File: src/rtl/discharge_pulse_scheduler_pkg.sv
// Shared types and constants for the discharge pulse scheduler.
// Holds the state encoding, bus widths and the Toff floor helper.
package discharge_pkg;

    typedef enum logic [1:0] {
        IDLE    = 2'd0,
        WAIT_BD = 2'd1,
        ON      = 2'd2,
        OFF     = 2'd3
    } state_t;

    localparam int PARAM_W             = 16;
    localparam int CNT_W               = 32;
    localparam int EVT_W               = 16;
    localparam int DEFAULT_MIN_TOFF_US = 2;

    function automatic logic [PARAM_W-1:0] floor_toff(
        input logic [PARAM_W-1:0] toff,
        input logic [PARAM_W-1:0] min_toff
    );
        return (toff < min_toff) ? min_toff : toff;
    endfunction

endpackage

File: src/rtl/discharge_pulse_scheduler_if.sv
// Parameter, gap-status and driver-command bundle of the pulse scheduler.
// The master side is the synchronizer plus gap sensing; the slave side is the scheduler.
interface discharge_pulse_scheduler_if;
    import discharge_pkg::*;

    logic               is_machine;
    logic [PARAM_W-1:0] Ton_data;
    logic [PARAM_W-1:0] Toff_data;
    logic [PARAM_W-1:0] Ip_data;
    logic [PARAM_W-1:0] waveform_data;
    logic               breakdown;
    logic               short_circuit;
    logic               gate_en;
    logic [PARAM_W-1:0] Ip_cmd;
    logic [PARAM_W-1:0] waveform_sel;
    logic [1:0]         state_o;
    logic [CNT_W-1:0]   pulse_count;
    logic [EVT_W-1:0]   timeout_count;
    logic [EVT_W-1:0]   short_count;

    modport master (
        output is_machine, Ton_data, Toff_data, Ip_data, waveform_data,
               breakdown, short_circuit,
        input  gate_en, Ip_cmd, waveform_sel, state_o,
               pulse_count, timeout_count, short_count
    );

    modport slave (
        input  is_machine, Ton_data, Toff_data, Ip_data, waveform_data,
               breakdown, short_circuit,
        output gate_en, Ip_cmd, waveform_sel, state_o,
               pulse_count, timeout_count, short_count
    );

endinterface

File: src/rtl/discharge_pulse_scheduler_us_timer.sv
// Prescaler plus microsecond counter shared by all timed scheduler states.
// done fires on the last clk cycle of the target-th microsecond after a clear.
module us_timer #(
    parameter int CLK_PER_US = 100,
    parameter int W          = 16
) (
    input  logic         clk,
    input  logic         rst,
    input  logic         clr,
    input  logic [W-1:0] target,
    output logic         done
);
    localparam int             CYC_W    = (CLK_PER_US > 1) ? $clog2(CLK_PER_US) : 1;
    localparam logic [CYC_W-1:0] CYC_LAST = CYC_W'(CLK_PER_US - 1);

    logic [CYC_W-1:0] cyc_cnt;
    logic [W-1:0]     us_cnt;
    logic             tick;

    assign tick = (cyc_cnt == CYC_LAST);
    assign done = tick && (us_cnt == target - W'(1));

    // NOTE: sequential state uses non-blocking assignments so every register
    // samples pre-edge values regardless of block evaluation order.
    always_ff @(posedge clk or posedge rst) begin
        if (rst) begin
            cyc_cnt <= '0;
            us_cnt  <= '0;
        end else if (clr) begin
            cyc_cnt <= '0;
            us_cnt  <= '0;
        end else if (tick) begin
            cyc_cnt <= '0;
            us_cnt  <= us_cnt + W'(1);
        end else begin
            cyc_cnt <= cyc_cnt + CYC_W'(1);
        end
    end

endmodule

File: src/rtl/discharge_pulse_scheduler.sv
// Sequences one EDM discharge pulse per period: wait for breakdown, on-time, off-time.
// Parameters are shadowed at each period start so updates never disturb a pulse in flight.
module discharge_pulse_scheduler
    import discharge_pkg::*;
#(
    parameter int CLK_PER_US      = 100,
    parameter int WAIT_TIMEOUT_US = 1000,
    parameter int MIN_TOFF_US     = DEFAULT_MIN_TOFF_US
) (
    input logic                         clk,
    input logic                         rst,
    discharge_pulse_scheduler_if.slave  bus
);
    state_t             state;
    logic [PARAM_W-1:0] ton_s, toff_s, ip_s, wf_s;
    logic [PARAM_W-1:0] target;
    logic [PARAM_W-1:0] ip_cmd;
    logic [CNT_W-1:0]   pulse_cnt;
    logic [EVT_W-1:0]   timeout_cnt, short_cnt;
    logic               gate_en, can_start, leave, latch, tmr_done, tmr_clr;

    assign can_start = bus.is_machine && (bus.Ton_data != '0);

    // NOTE: every variable gets a default before the case so no latch is inferred.
    always_comb begin
        target = '0;
        leave  = 1'b0;
        case (state)
            IDLE:    leave = can_start;
            WAIT_BD: begin
                target = PARAM_W'(WAIT_TIMEOUT_US);
                leave  = bus.short_circuit || !bus.is_machine || bus.breakdown || tmr_done;
            end
            ON: begin
                target = ton_s;
                leave  = bus.short_circuit || !bus.is_machine || tmr_done;
            end
            OFF: begin
                target = toff_s;
                leave  = tmr_done;
            end
            default: leave = 1'b0;
        endcase
    end

    // Every transition is a state entry, so leaving a state is what restarts the timer.
    assign tmr_clr = leave || (state == IDLE);
    assign latch   = can_start && ((state == IDLE) || ((state == OFF) && tmr_done));

    us_timer #(.CLK_PER_US(CLK_PER_US), .W(PARAM_W)) u_timer (
        .clk    (clk),
        .rst    (rst),
        .clr    (tmr_clr),
        .target (target),
        .done   (tmr_done)
    );

    always_ff @(posedge clk or posedge rst) begin
        if (rst) begin
            ton_s  <= '0;
            toff_s <= '0;
            ip_s   <= '0;
            wf_s   <= '0;
        end else if (latch) begin
            ton_s  <= bus.Ton_data;
            toff_s <= floor_toff(bus.Toff_data, PARAM_W'(MIN_TOFF_US));
            ip_s   <= bus.Ip_data;
            wf_s   <= bus.waveform_data;
        end
    end

    always_ff @(posedge clk or posedge rst) begin
        if (rst) begin
            state       <= IDLE;
            gate_en     <= 1'b0;
            ip_cmd      <= '0;
            pulse_cnt   <= '0;
            timeout_cnt <= '0;
            short_cnt   <= '0;
        end else begin
            case (state)
                IDLE: if (can_start) begin
                    state   <= WAIT_BD;
                    gate_en <= 1'b1;
                end
                WAIT_BD: begin
                    if (bus.short_circuit) begin
                        state   <= OFF;
                        gate_en <= 1'b0;
                        if (short_cnt != '1) short_cnt <= short_cnt + EVT_W'(1);
                    end else if (!bus.is_machine) begin
                        state   <= OFF;
                        gate_en <= 1'b0;
                    end else if (bus.breakdown) begin
                        state  <= ON;
                        ip_cmd <= ip_s;
                    end else if (tmr_done) begin
                        state   <= OFF;
                        gate_en <= 1'b0;
                        if (timeout_cnt != '1) timeout_cnt <= timeout_cnt + EVT_W'(1);
                    end
                end
                ON: if (leave) begin
                    state   <= OFF;
                    gate_en <= 1'b0;
                    ip_cmd  <= '0;
                    if (bus.short_circuit) begin
                        if (short_cnt != '1) short_cnt <= short_cnt + EVT_W'(1);
                    end else if (bus.is_machine && pulse_cnt != '1) begin
                        pulse_cnt <= pulse_cnt + CNT_W'(1);
                    end
                end
                OFF: if (tmr_done) begin
                    state   <= can_start ? WAIT_BD : IDLE;
                    gate_en <= can_start;
                end
                default: state <= IDLE;
            endcase
        end
    end

    assign bus.gate_en       = gate_en;
    assign bus.Ip_cmd        = ip_cmd;
    assign bus.waveform_sel  = wf_s;
    assign bus.state_o       = state;
    assign bus.pulse_count   = pulse_cnt;
    assign bus.timeout_count = timeout_cnt;
    assign bus.short_count   = short_cnt;

endmodule

File: src/flat_wrapper.sv
// flat-port wrapper written by rule: the top's interface ports become plain ports
module discharge_pulse_scheduler_flat import discharge_pkg::*;
#(
    parameter int CLK_PER_US      = 100,
    parameter int WAIT_TIMEOUT_US = 1000,
    parameter int MIN_TOFF_US     = DEFAULT_MIN_TOFF_US
)
  (clk, rst, bus_is_machine, bus_Ton_data, bus_Toff_data, bus_Ip_data, bus_waveform_data, bus_breakdown, bus_short_circuit, bus_gate_en, bus_Ip_cmd, bus_waveform_sel, bus_state_o, bus_pulse_count, bus_timeout_count, bus_short_count);
  discharge_pulse_scheduler_if bus_i ();
  input logic clk;
  input logic rst;
  input wire logic [$bits(bus_i.is_machine)-1:0] bus_is_machine;
  input wire logic [$bits(bus_i.Ton_data)-1:0] bus_Ton_data;
  input wire logic [$bits(bus_i.Toff_data)-1:0] bus_Toff_data;
  input wire logic [$bits(bus_i.Ip_data)-1:0] bus_Ip_data;
  input wire logic [$bits(bus_i.waveform_data)-1:0] bus_waveform_data;
  input wire logic [$bits(bus_i.breakdown)-1:0] bus_breakdown;
  input wire logic [$bits(bus_i.short_circuit)-1:0] bus_short_circuit;
  output wire logic [$bits(bus_i.gate_en)-1:0] bus_gate_en;
  output wire logic [$bits(bus_i.Ip_cmd)-1:0] bus_Ip_cmd;
  output wire logic [$bits(bus_i.waveform_sel)-1:0] bus_waveform_sel;
  output wire logic [$bits(bus_i.state_o)-1:0] bus_state_o;
  output wire logic [$bits(bus_i.pulse_count)-1:0] bus_pulse_count;
  output wire logic [$bits(bus_i.timeout_count)-1:0] bus_timeout_count;
  output wire logic [$bits(bus_i.short_count)-1:0] bus_short_count;
  assign bus_i.is_machine = bus_is_machine;
  assign bus_i.Ton_data = bus_Ton_data;
  assign bus_i.Toff_data = bus_Toff_data;
  assign bus_i.Ip_data = bus_Ip_data;
  assign bus_i.waveform_data = bus_waveform_data;
  assign bus_i.breakdown = bus_breakdown;
  assign bus_i.short_circuit = bus_short_circuit;
  assign bus_gate_en = bus_i.gate_en;
  assign bus_Ip_cmd = bus_i.Ip_cmd;
  assign bus_waveform_sel = bus_i.waveform_sel;
  assign bus_state_o = bus_i.state_o;
  assign bus_pulse_count = bus_i.pulse_count;
  assign bus_timeout_count = bus_i.timeout_count;
  assign bus_short_count = bus_i.short_count;
  discharge_pulse_scheduler #(.CLK_PER_US(CLK_PER_US), .WAIT_TIMEOUT_US(WAIT_TIMEOUT_US), .MIN_TOFF_US(MIN_TOFF_US)) u_core (.clk(clk), .rst(rst), .bus(bus_i));
endmodule
File: config.mk
export PLATFORM = sky130hd
export DESIGN_NAME = discharge_pulse_scheduler_flat
export DESIGN_NICKNAME = d
export VERILOG_FILES = /design/src/rtl/discharge_pulse_scheduler_pkg.sv /design/src/rtl/discharge_pulse_scheduler_if.sv /design/src/rtl/discharge_pulse_scheduler_us_timer.sv /design/src/rtl/discharge_pulse_scheduler.sv /design/src/flat_wrapper.sv
export SDC_FILE = /design/constraint.sdc
export NUM_CORES = 1
export LEC_CHECK = 0
export ABC_AREA = 1
export CELL_PAD_IN_SITES_DETAIL_PLACEMENT = 1
export CELL_PAD_IN_SITES_GLOBAL_PLACEMENT = 1
export CORE_AREA = 2 2 168 170
export DETAILED_ROUTE_END_ITERATION = 12
export DIE_AREA = 0 0 170 172
export GPL_TIMING_DRIVEN = 0
export PLACE_DENSITY = 0.84
export SYNTH_ARGS = -nofsm -noshare
export SYNTH_HDL_FRONTEND = slang
export SYNTH_SLANG_ARGS = --single-unit
File: constraint.sdc
create_clock -name clk -period 5.18 [get_ports clk]
set_clock_uncertainty 0.05 [all_clocks]
set_input_delay 0.777 -clock clk [delete_from_list [all_inputs] [get_ports clk]]
set_output_delay 0.777 -clock clk [all_outputs]
set_load 0.005 [all_outputs]
==> results.txt, run 1 <==
status - completed
clock sinks - 170
number of synthesized flops with an enable pin - 0
power share of the sequential group - 32.8%
Initial Util - 34.3%
VDD IR max - 0.000178 V
Hold Buf Count CTS - 0
Residual DRC - 0
cell internal pwr - 0.00337 W
Reg area - 4250 sq um
H-tree depth - 4
synthesized area per cell - 7.36 sq um
First DRT Iteration DRCs - 393
PortBufs - 167
Crit Path Class - flop to flop
synthesis-stage register bit count - 170
sequential area share after synthesis - 45.2%
Slew Limit Headroom - 41.2%
CORE AREA - 27500 sq um
die width - 170 um
global route overflow - 0
drt total wl - 30000 um
initial antenna violation count - 1
Yosys cell types - 36
Antenna Cells - 0
fmax - 0.252 GHz
fin crit period - 3.97 ns
vias - 8992
Root Buffer - clkbuf_16
Net Count, Synth - 1358
final-stage net count - 1548
RePlAce Congestion - 0.888
RSZ-0062 raised after global routing - no
commonest cells after routing, fill and taps aside - nand2_1, dfrtp_1, clkdlybuf4s50_1, inv_1
PostCTS Resize Cnt - 0
worst hold stages - 1
P_sw - 0.00252 W
fraction of layout cells with a size suffix above 1 - 6.95%
leak pwr - 5.90 nW
pin count of the biggest net entering global routing - 42
Post-CTS Setup Repair Bufs - 0
Final Hold Slack - 0.421 ns
Top FF cell, synth - dfrtp_1
Synth-to-Final Area Change - 29.7%
clock latency on the worst-skew pair - 0.44 ns
total global-route track usage - 21.1%
fin crit share - 76.7%
drt pass-1 iters - 4
multi-input logic area - 4430 sq um
Max Cap Violations - 0
CP Data Required Time - 5.44 ns
synthesis warning total - 0
filler cell count - 3432
Worst Tran Pin Value - 0.880 ns
post-route cell area - 12200 sq um
switching fraction of total power - 42.8%
Clock Pin Slew Worst Setup and Hold Paths - 0.07 ns
first-pass GRT wire length - 49100 um
R2R depth - 22
fraction of registers with async set/reset - 100%
die area - 29200 sq um
cell area power density - 483 nW/um^2
element type at the critical path end - flop
Synth Cell Area - 9420 sq um
min setup slack post-route - 1.21 ns
io pins - 168
post-DP HPWL - 22900 um
Mapped Cells - 1279
share of total power in the clock network - 22.9%
Area after DPL - 11600 sq um
Logic pwr share - 44.4%
Via density - 4.92
CTS tree - yes
setup TNS - 0 ns
height of the die - 172 um
total CTS buffers - 17
Worst Hold Class - flop to flop
final hold vios - 0
clk buf depth - 2
Post-DRT Antenna Nets - 0
commonest non-fill, non-tap cell in the layout - nand2_1
startpoint types - flop
# setup viols final - 0
vias in the first global route - 9576
critical path fanouts, max - 10
wire per inst - 16.4 um
Place WS - 1.20 ns
Worst EP arrival - 4.23 ns
# rows - 61
Max Slew Vio Count - 0
## worst paths after layout
check	from	to	slack (ns)
max reg2reg	u_core.bus.state_o[1]	u_core.bus.pulse_count[27]	1.21
max in group asynchronous	rst	u_core.bus.timeout_count[4]	3.29
min in group asynchronous	rst	u_core.bus.waveform_sel[2]	0.83
min reg2reg	u_core.u_timer.cyc_cnt[0]	u_core.u_timer.cyc_cnt[0]	0.42
max	u_core.bus.state_o[1]	u_core.bus.pulse_count[27]	1.21
min	u_core.u_timer.cyc_cnt[0]	u_core.u_timer.cyc_cnt[0]	0.42
## power groups by stage
stage	sequential, W	combinational (W)	clock [W]
2_1_floorplan	0.00189	0.00167	0
3_3_place_gp	0.00193	0.00250	0
3_5_place_dp	0.00195	0.00259	0
4_1_cts	0.00193	0.00263	0.00138
5_1_grt	0.00197	0.00295	0.00142
6_report	0.00193	0.00262	0.00135
## cell type report
type / instances / area share [%]
clock inverter: 15 / 1.50
timing repair buffer: 171 / 14.3
inverter: 129 / 4.08
multi-input combinational: 947 / 36.3
tap: 346 / 3.54
buffer: 33 / 1.96
sequential: 170 / 34.8
clock buffer: 17 / 3.48
## layer usage
layer  wire length [um]  up-vias  track usage [%]  share of wire [%]
met5                  0        -                0                  0
met4                511        0             6.17                1.7
met3               1240       36             3.94                4.1
met2              15000      146             37.9                 50
met1              13300     4410             25.9                 44
li1                   -     4400                -                  -
## flip-flops by register name (all words and copies together) (netlist names)
name,cells
u_core.bus.gate_en,1
u_core.bus.short_count,16
u_core.bus.Ip_cmd,16
u_core.toff_s,16
u_core.bus.timeout_count,16
u_core.ton_s,16
u_core.bus.pulse_count,32
u_core.u_timer.cyc_cnt,7
u_core.bus.waveform_sel,16
u_core.ip_s,16
u_core.u_timer.us_cnt,16
u_core.bus.state_o,2
## logic make-up after synthesis
kind of cell,synth area share [%]
XOR/XNOR,5.02
buffers and inverters,7.79
AND/OR/NAND/NOR,37.8
flip-flops,45.2
adder cells (fa/ha/maj),1.33
AO/OA/AOI/OAI,2.86
## synth_stat cells (6+ instances only)
cell type / count / area [sq um]
nand2_1: 552 / 2070
dfrtp_1: 170 / 4250
inv_1: 120 / 450
nand3_1: 79 / 395
nor2_1: 79 / 297
xor2_1: 43 / 377
nor3_1: 37 / 185
nand4_1: 29 / 181
nor4_1: 20 / 125
buf_2: 17 / 85.1
o21ai_0: 17 / 85.1
o21ai_1: 17 / 85.1
xnor2_1: 11 / 96.3
buf_6: 10 / 113
ha_1: 10 / 125
a21oi_1: 9 / 45.0
inv_2: 7 / 26.3
nand2_2: 7 / 43.8
nor2_2: 7 / 43.8
nand3_2: 6 / 60.1
nor3b_1: 6 / 45.0
## critical path, cell delays in order, from the launching register on
cell      delay [ns]
dfrtp_1         0.50
buf_6           0.21
inv_1           0.07
ha_1            0.20
inv_2           0.20
nand2_2         0.17
ha_1            0.37
xor2_1          0.21
nand2_1         0.07
nor2_1          0.10
nand3_1         0.07
nor2_1          0.11
nand3_1         0.09
nor2_1          0.12
nand3_2         0.19
nor2_1          0.13
nor2_1          0.09
nand2_2         0.09
buf_6           0.16
nand3b_4        0.20
buf_6           0.23
o21ai_1         0.14
nand2_1         0.08
## per-stage QoR
| step | util (%) | instances | total power (W) |
|---|---|---|---|
| floorplan | - | 1279 | 0.00357 |
| global placement | 41.9 | 1792 | 0.00443 |
| detailed placement | 42.2 | 1796 | 0.00454 |
| CTS | 44.5 | 1828 | 0.00594 |
| global route | 44.5 | 1828 | 0.00634 |
| finish | 44.5 | 1828 | 0.00590 |
Note: power is estimated with default switching activity, not from simulation.
==> inputs of run 2 (changes only) <==
--- a/config.mk
+++ b/config.mk
@@ -8,11 +8,11 @@
 export ABC_AREA = 1
 export CELL_PAD_IN_SITES_DETAIL_PLACEMENT = 1
 export CELL_PAD_IN_SITES_GLOBAL_PLACEMENT = 1
-export CORE_AREA = 2 2 168 170
+export CORE_AREA = 2 2 159 161
 export DETAILED_ROUTE_END_ITERATION = 12
-export DIE_AREA = 0 0 170 172
+export DIE_AREA = 0 0 161 163
 export GPL_TIMING_DRIVEN = 0
-export PLACE_DENSITY = 0.84
+export PLACE_DENSITY = 0.89
 export SYNTH_ARGS = -nofsm -noshare
 export SYNTH_HDL_FRONTEND = slang
 export SYNTH_SLANG_ARGS = --single-unit
==> constraint.sdc (replaced) <==
create_clock -name clk -period 3.89 [get_ports clk]
set_clock_uncertainty 0.05 [all_clocks]
set_input_delay 0.5835 -clock clk [delete_from_list [all_inputs] [get_ports clk]]
set_output_delay 0.5835 -clock clk [all_outputs]
set_load 0.005 [all_outputs]
==> run 2 against run 1 <==
Maximum frequency grew 5.9%. Final area grew 2.4%. Core utilization grew 6.2 points. Via count grew 4.8%. Register-to-register slack lost 1.1 ns. Combinational power grew 51%. Clock power grew 29%. Critical path type unchanged.
==> results.txt, run 2 (synthesis results as in run 1) <==
status - completed (unchanged)
# rows - 58 (was 61)
Placed Instances - 1780 (was 1796)
Max Cap Violations - 0 (unchanged)
die area - 26200 sq um (was 29200 sq um)
share of total power in the clock network - 21.1% (was 22.9%)
post-DP HPWL - 23100 um (was 22900 um)
Worst Hold Class - flop to flop (unchanged)
CORE AREA - 24700 sq um (was 27500 sq um)
Worst Tran Pin Value - 0.668 ns (was 0.880 ns)
pin count of the biggest net entering global routing - 42 (unchanged)
final hold vios - 0 (unchanged)
Post-DRT Antenna Nets - 0 (unchanged)
cell area power density - 662 nW/um^2 (was 483 nW/um^2)
PortBufs - 167 (unchanged)
element type at the critical path end - flop (unchanged)
total global-route track usage - 24.3% (was 21.1%)
Slew Limit Headroom - 55.0% (was 41.2%)
final std cells w/o fill - 1835 (was 1828)
vias - 9425 (was 8992)
Residual DRC - 0 (unchanged)
Max Slew Vio Count - 0 (unchanged)
Clock Pin Slew Worst Setup and Hold Paths - 0.08 ns (was 0.07 ns)
CTS tree - yes (unchanged)
critical path fanouts, max - 10 (unchanged)
RePlAce Congestion - 0.873 (was 0.888)
Via density - 5.14 (was 4.92)
Logic pwr share - 47.7% (was 44.4%)
io pins - 168 (unchanged)
Crit Path Class - flop to flop (unchanged)
Root Buffer - clkbuf_16 (unchanged)
height of the die - 163 um (was 172 um)
drt total wl - 31900 um (was 30000 um)
fraction of layout cells with a size suffix above 1 - 9.31% (was 6.95%)
first-pass GRT wire length - 51200 um (was 49100 um)
drt pass-1 iters - 4 (unchanged)
initial antenna violation count - 1 (unchanged)
clock sinks - 170 (unchanged)
VDD IR max - 0.000393 V (was 0.000178 V)
First DRT Iteration DRCs - 474 (was 393)
power share of the sequential group - 31.2% (was 32.8%)
CP Data Required Time - 4.17 ns (was 5.44 ns)
final-stage net count - 1570 (was 1548)
clk buf depth - 2 (unchanged)
wire per inst - 17.4 um (was 16.4 um)
Initial Util - 38.2% (was 34.3%)
commonest cells after routing, fill and taps aside - nand2_1, dfrtp_1, clkdlybuf4s50_1, inv_1, nand3_1 (was nand2_1, dfrtp_1, clkdlybuf4s50_1, inv_1)
commonest non-fill, non-tap cell in the layout - nand2_1 (unchanged)
fin crit share - 96.4% (was 76.7%)
clock latency on the worst-skew pair - 0.45 ns (was 0.44 ns)
vias in the first global route - 10.1k (was 9576)
global route overflow - 0 (unchanged)
startpoint types - flop (unchanged)
fin crit period - 3.75 ns (was 3.97 ns)
total CTS buffers - 17 (unchanged)
Worst EP arrival - 4.03 ns (was 4.23 ns)
H-tree depth - 4 (unchanged)
final core utilization - 50.7% (was 44.5%)
die width - 161 um (was 170 um)
P_sw - 0.00361 W (was 0.00252 W)
fmax - 0.267 GHz (was 0.252 GHz)
max reg flops - 32 (unchanged)
switching fraction of total power - 43.6% (was 42.8%)
# setup viols final - 0 (unchanged)
cell internal pwr - 0.00467 W (was 0.00337 W)
Synth-to-Final Area Change - 32.8% (was 29.7%)
leak pwr - 6.03 nW (was 5.90 nW)
[run 2: cell types whose count changed in the layout (fill, tap and decap cells not counted), moves of 4 or more]
cell	before	now
clkbuf_4	0	6
ha_1	10	6
buf_2	17	11
buf_4	2	19
[run 2: timing repair]
action / 4_1_cts / 5_1_grt
cloned: 0 / 3
setup buffers: 0 / 19
pin swaps: 0 / 7
hold buffers: 0 / 0
gates resized for setup: 3 / 35
endpoints found under the setup margin: 68 / 148
[run 2: metrics by stage]
stage | hold slack, ns | instance area (sq um) | TNS (ns) | setup WS, ns | total power, W
6_report | 0.423 | 12500 | 0 | 0.141 | 0.00828
5_1_grt | 0.454 | 12500 | -5.43 | -0.114 | 0.00886
4_1_cts | 0.427 | 12200 | 0 | 0.0249 | 0.00792
3_5_place_dp | 0.409 | 11600 | -1.56 | -0.141 | 0.00609
3_3_place_gp | 0.403 | 11500 | -74.02 | -0.451 | 0.00589
2_1_floorplan | 0.383 | 9420 | 0 | 0.803 | 0.00475
[run 2: layer usage]
metal	GRT usage, %	wire (um)	up-vias
li1	-	-	4469
met1	29.6	13400	4651
met2	42.6	16100	241
met3	4.86	1460	64
met4	9.01	859	0
met5	0	0	-
[run 2: power groups by stage]
stage / sequential [W] / clock, W / combinational, W
after global routing: 0.00264 / 0.00183 / 0.00439
after CTS: 0.00258 / 0.00176 / 0.00358
after floorplan: 0.00252 / 0 / 0.00223
after global placement: 0.00257 / 0 / 0.00332
final: 0.00259 / 0.00174 / 0.00395
after detailed placement: 0.00260 / 0 / 0.00350
[run 2: area by class of cell]
class                      instances  area (sq um)
sequential                       170          4260
multi-input combinational        948          4520
buffer                            33           284
clock buffer                      18           439
antenna                            1          2.50
clock inverter                    14           149
inverter                         129           505
timing repair buffer             191          1930
fill                            3098         12200
tap                              330           413
timing repair inverter             1          6.26
[run 2: worst paths after layout]
check | startpoint | slack, ns | cells past startpoint | endpoint
min in group asynchronous | rst | 0.46 | 2 | u_core.bus.pulse_count[15]
max in group asynchronous | rst | 2.20 | 5 | u_core.bus.state_o[1]
min | u_core.bus.Ip_cmd[5] | 0.42 | 2 | u_core.bus.Ip_cmd[5]
max reg2reg | u_core.bus.state_o[0] | 0.14 | 23 | u_core.bus.pulse_count[6]
max | u_core.bus.state_o[0] | 0.14 | 23 | u_core.bus.pulse_count[6]
min reg2reg | u_core.bus.Ip_cmd[5] | 0.42 | 2 | u_core.bus.Ip_cmd[5]
[run 2: critical path: stages (launching register included)]
cell	delay [ns]
dfrtp_2	0.46
inv_4	0.06
ha_2	0.20
buf_6	0.14
nand2_1	0.07
nand2_1	0.08
nand2_1	0.19
nand2_1	0.12
nor2_2	0.18
nand2_1	0.10
nor2_1	0.25
nand3_1	0.11
nand2_1	0.14
nand2_1	0.06
nor2_1	0.13
nand3_2	0.19
nand2_1	0.13
nand2_1	0.10
nand2_2	0.10
buf_12	0.12
nand3b_4	0.20
clkbuf_16	0.24
o21ai_1	0.13
nand2_1	0.06
==> inputs of run 3 (changes only) <==
--- a/config.mk
+++ b/config.mk
@@ -8,11 +8,12 @@
 export ABC_AREA = 1
 export CELL_PAD_IN_SITES_DETAIL_PLACEMENT = 1
 export CELL_PAD_IN_SITES_GLOBAL_PLACEMENT = 1
-export CORE_AREA = 2 2 159 161
+export CORE_AREA = 2 2 158 160
 export DETAILED_ROUTE_END_ITERATION = 12
-export DIE_AREA = 0 0 161 163
+export DIE_AREA = 0 0 160 162
 export GPL_TIMING_DRIVEN = 0
 export PLACE_DENSITY = 0.89
 export SYNTH_ARGS = -nofsm -noshare
 export SYNTH_HDL_FRONTEND = slang
+export SYNTH_HIERARCHICAL = 1
 export SYNTH_SLANG_ARGS = --single-unit
==> run 3 against run 2 <==
The run now ends with setup timing left. Critical path depth fell by 3. Worst hold slack worse by 0.0074 ns. Setup slack got worse by 0.24 ns. Final area up 1.7%. Synthesized cell count down 7.3%. Sequential cell count did not move. Clock power increased by 2%. Global-route usage is 1.9 points higher. Final cell count shrank 5.3%. Die area shrank 1.2%. First-iteration DRC count up 28%. Register-to-register slack worse by 0.24 ns. Highest routed layer unchanged.
==> results.txt, run 3 <==
Synth Cell Area - 9590 sq um (was 9420 sq um)
post-DP HPWL - 23500 um (was 23100 um)
Top FF cell, synth - dfrtp_1 (unchanged)
Clock Pin Slew Worst Setup and Hold Paths - 0.08 ns (about the same)
Worst Hold Class - flop to flop (unchanged)
leak pwr - 5.76 nW (was 6.03 nW)
first-pass GRT wire length - 53400 um (was 51200 um)
critical path fanouts, max - 8 (was 10)
pin count of the biggest net entering global routing - 39 (was 42)
RePlAce Congestion - 0.884 (was 0.873)
Post-Synth Simple-Gate Area - 30.3% (was 37.8%)
startpoint types - flop (unchanged)
critical-path cell list - ha_2, buf_6, buf_4, nand2_1, o21ai_0, nand2_1, nand2_1, nor2_1, and2_1, nand2_2, nor3_2, xor2_1, nand3_1, nor2_4, inv_2, nor3_1, nand2_1, inv_1, nand2_1, o21ai_0 (was inv_4, ha_2, buf_6, nand2_1, nand2_1, nand2_1, nand2_1, nor2_2, nand2_1, nor2_1, nand3_1, nand2_1, nand2_1, nor2_1, nand3_2, nand2_1, nand2_1, nand2_2, buf_12, nand3b_4, clkbuf_16, o21ai_1, nand2_1)
Worst EP arrival - 4.25 ns (was 4.03 ns)
number of synthesized flops with an enable pin - 0 (unchanged)
First DRT Iteration DRCs - 607 (was 474)
final hold vios - 0 (unchanged)
fmax - 0.251 GHz (was 0.267 GHz)
total CTS buffers - 17 (unchanged)
Place WS - -1.36 ns (was -0.141 ns)
top cells by count, synth - nand2_1, dfrtp_1, nor2_1, inv_1, mux2_2 (was nand2_1, dfrtp_1, inv_1, nand3_1, nor2_1)
CORE AREA - 24100 sq um (was 24700 sq um)
die area - 25900 sq um (was 26200 sq um)
post-synthesis mux area share - 6.22% (was 0%)
Post-DRT Antenna Nets - 0 (unchanged)
# setup viols final - 41 (was 0)
clock sinks - 170 (unchanged)
vias - 9532 (was 9425)
# rows - 57 (was 58)
clock latency on the worst-skew pair - 0.45 ns (about the same)
synthesized area per cell - 8.09 sq um (was 7.36 sq um)
min setup slack post-route - -0.101 ns (was 0.141 ns)
CP startpoint - u_core/bus.state_o[0] (was u_core.bus.state_o[0])
Worst Hold Launch - u_core/u_timer/cyc_cnt[0] (was u_core.bus.Ip_cmd[5])
total global-route track usage - 26.2% (was 24.3%)
Root Buffer - clkbuf_16 (unchanged)
Worst path most repeated cell - nand2_1 (unchanged)
clk buf depth - 2 (unchanged)
sequential area share after synthesis - 44.4% (was 45.2%)
slowest stage delay, CP - 0.46 ns (about the same)
CP max-delay cell - dfrtp_2 (unchanged)
fin crit period - 3.99 ns (was 3.75 ns)
commonest non-fill, non-tap cell in the layout - nand2_1 (unchanged)
final core utilization - 52.8% (was 50.7%)
Initial Util - 39.8% (was 38.2%)
synthesis-stage register bit count - 170 (unchanged)
Post-Synth Adder-Cell Area - 1.44% (was 1.33%)
most common cell in the netlist - nand2_1 (unchanged)
Worst R2R Start - u_core/bus.state_o[0] (was u_core.bus.state_o[0])
Via density - 5.49 (was 5.14)
height of the die - 162 um (was 163 um)
Mapped Cells - 1185 (was 1279)
status - finished with violations (was completed)
PortBufs - 167 (unchanged)
wire per inst - 21.0 um (was 17.4 um)
post-synthesis compound-gate area fraction - 5.14% (was 2.86%)
max reg flops - 32 (unchanged)
largest family of logic cells by synthesized area - simple AND/OR/NAND/NOR gates (unchanged)
largest area contributor in the netlist - dfrtp_1 (unchanged)
initial antenna violation count - 4 (was 1)
Max Cap Violations - 0 (unchanged)
fin crit share - 103% (was 96.4%)
Synth top area share - 44.4% (was 45.2%)
fraction of registers with async set/reset - 100% (unchanged)
commonest cells after routing, fill and taps aside - nand2_1, dfrtp_1, clkdlybuf4s50_1, nor2_1, inv_1 (was nand2_1, dfrtp_1, clkdlybuf4s50_1, inv_1, nand3_1)
vias in the first global route - 10.1k (about the same)
Crit Path Class - flop to flop (unchanged)
CP Data Required Time - 4.15 ns (was 4.17 ns)
Worst Tran Pin Value - 0.953 ns (was 0.668 ns)
element type at the critical path end - flop (unchanged)
drt total wl - 36600 um (was 31900 um)
Slew Limit Headroom - 36.4% (was 55.0%)
Residual DRC - 0 (unchanged)
cell area power density - 662 nW/um^2 (about the same)
failing checks - setup timing
H-tree depth - 4 (unchanged)
io pins - 168 (unchanged)
main area contributors after synthesis - dfrtp_1, nand2_1, mux2_2 (was dfrtp_1, nand2_1, inv_1)
final-stage net count - 1476 (was 1570)
Max Slew Vio Count - 0 (unchanged)
Net Count, Synth - 1265 (was 1358)
drt pass-1 iters - 5 (was 4)
post-synthesis xor/xnor area fraction - 6.48% (was 5.02%)
fraction of layout cells with a size suffix above 1 - 15.5% (was 9.31%)
die width - 160 um (was 161 um)
synthesis warning total - 6 (was 0)
Synth-to-Final Area Change - 32.6% (was 32.8%)
RSZ-0062 raised after global routing - yes
setup TNS - -0.984 ns (was 0 ns)
VDD IR max - 0.000353 V (was 0.000393 V)
Yosys cell types - 43 (was 36)
global route overflow - 0 (unchanged)
CTS tree - yes (unchanged)
## run 3: cell count changes after synthesis, moves of 32 or more
cell / delta
mux2_2: +53
nor2_1: +39
nand3_1: -32
inv_1: -35
nand2_1: -150
## run 3: layout make-up
cell class	count	area, sq um
clock buffers	17	425
fillers	2916	11400
inverters	93	359
well taps	324	405
diodes	4	10.0
clock inverters	15	173
plain buffers	30	280
multi-input cells	890	4860
repair buffers	194	1950
flip-flops and latches	170	4260
## run 3: per-layer routing
layer,global-route usage (%),up-vias,share of wire (%)
li1,-,4234,-
met1,29.2,4771,39
met2,46.7,421,51
met3,5.87,106,6.3
met4,14.0,0,4.3
met5,0,-,0
## run 3: path summary, 6_finish.rpt
check                                         endpoint  slack, ns  cells past startpoint
setup / recovery           u_core/bus.timeout_count[5]      -0.10                     20
hold / removal               u_core/u_timer/cyc_cnt[0]       0.42                      1
setup reg to reg           u_core/bus.timeout_count[5]      -0.10                     20
hold reg to reg              u_core/u_timer/cyc_cnt[0]       0.42                      1
max in group asynchronous             u_core/ton_s[15]       2.24                      5
min in group asynchronous   u_core/bus.pulse_count[31]       0.51                      2
## run 3: metrics by stage
| step | hold slack [ns] | cells | instance area (sq um) | total power [W] |
|---|---|---|---|---|
| 5_1_grt | 0.451 | 1737 | 12700 | 0.00880 |
| 2_1_floorplan | 0.383 | 1185 | 9590 | 0.00466 |
| 6_report | 0.416 | 1737 | 12700 | 0.00841 |
| 3_5_place_dp | 0.409 | 1680 | 11800 | 0.00589 |
| 4_1_cts | 0.419 | 1718 | 12500 | 0.00795 |
| 3_3_place_gp | 0.396 | 1676 | 11700 | 0.00567 |
## run 3: power breakdown
group | internal (W) | switching, W | leakage, nW
Combinational | 0.00170 | 0.00233 | 3.28
Sequential | 0.00225 | 0.000365 | 2.18
Clock | 0.000922 | 0.000859 | 0.295
## run 3: logic make-up after synthesis
logic type / count (synthesis)
compound gates: 81
xor+xnor: 71
fa+ha+maj: 11
buf+inv: 125
flops: 170
mux: 53
simple gates: 674
## run 3: timing repair
item,CTS,global route
endpoints found under the setup margin,170,170
hold buffers,0,0
gates cloned,0,1
setup buffers,8,14
resized for setup,30,28
pin swaps,2,7
## run 3: worst max-delay path: cells and delay by family, from the launching register on
family	cells	cell delay (ns)
simple gates	12	1.93
flops	1	0.46
xor+xnor	1	0.18
fa+ha+maj	1	0.20
compound gates	2	0.34
buf+inv	4	0.67
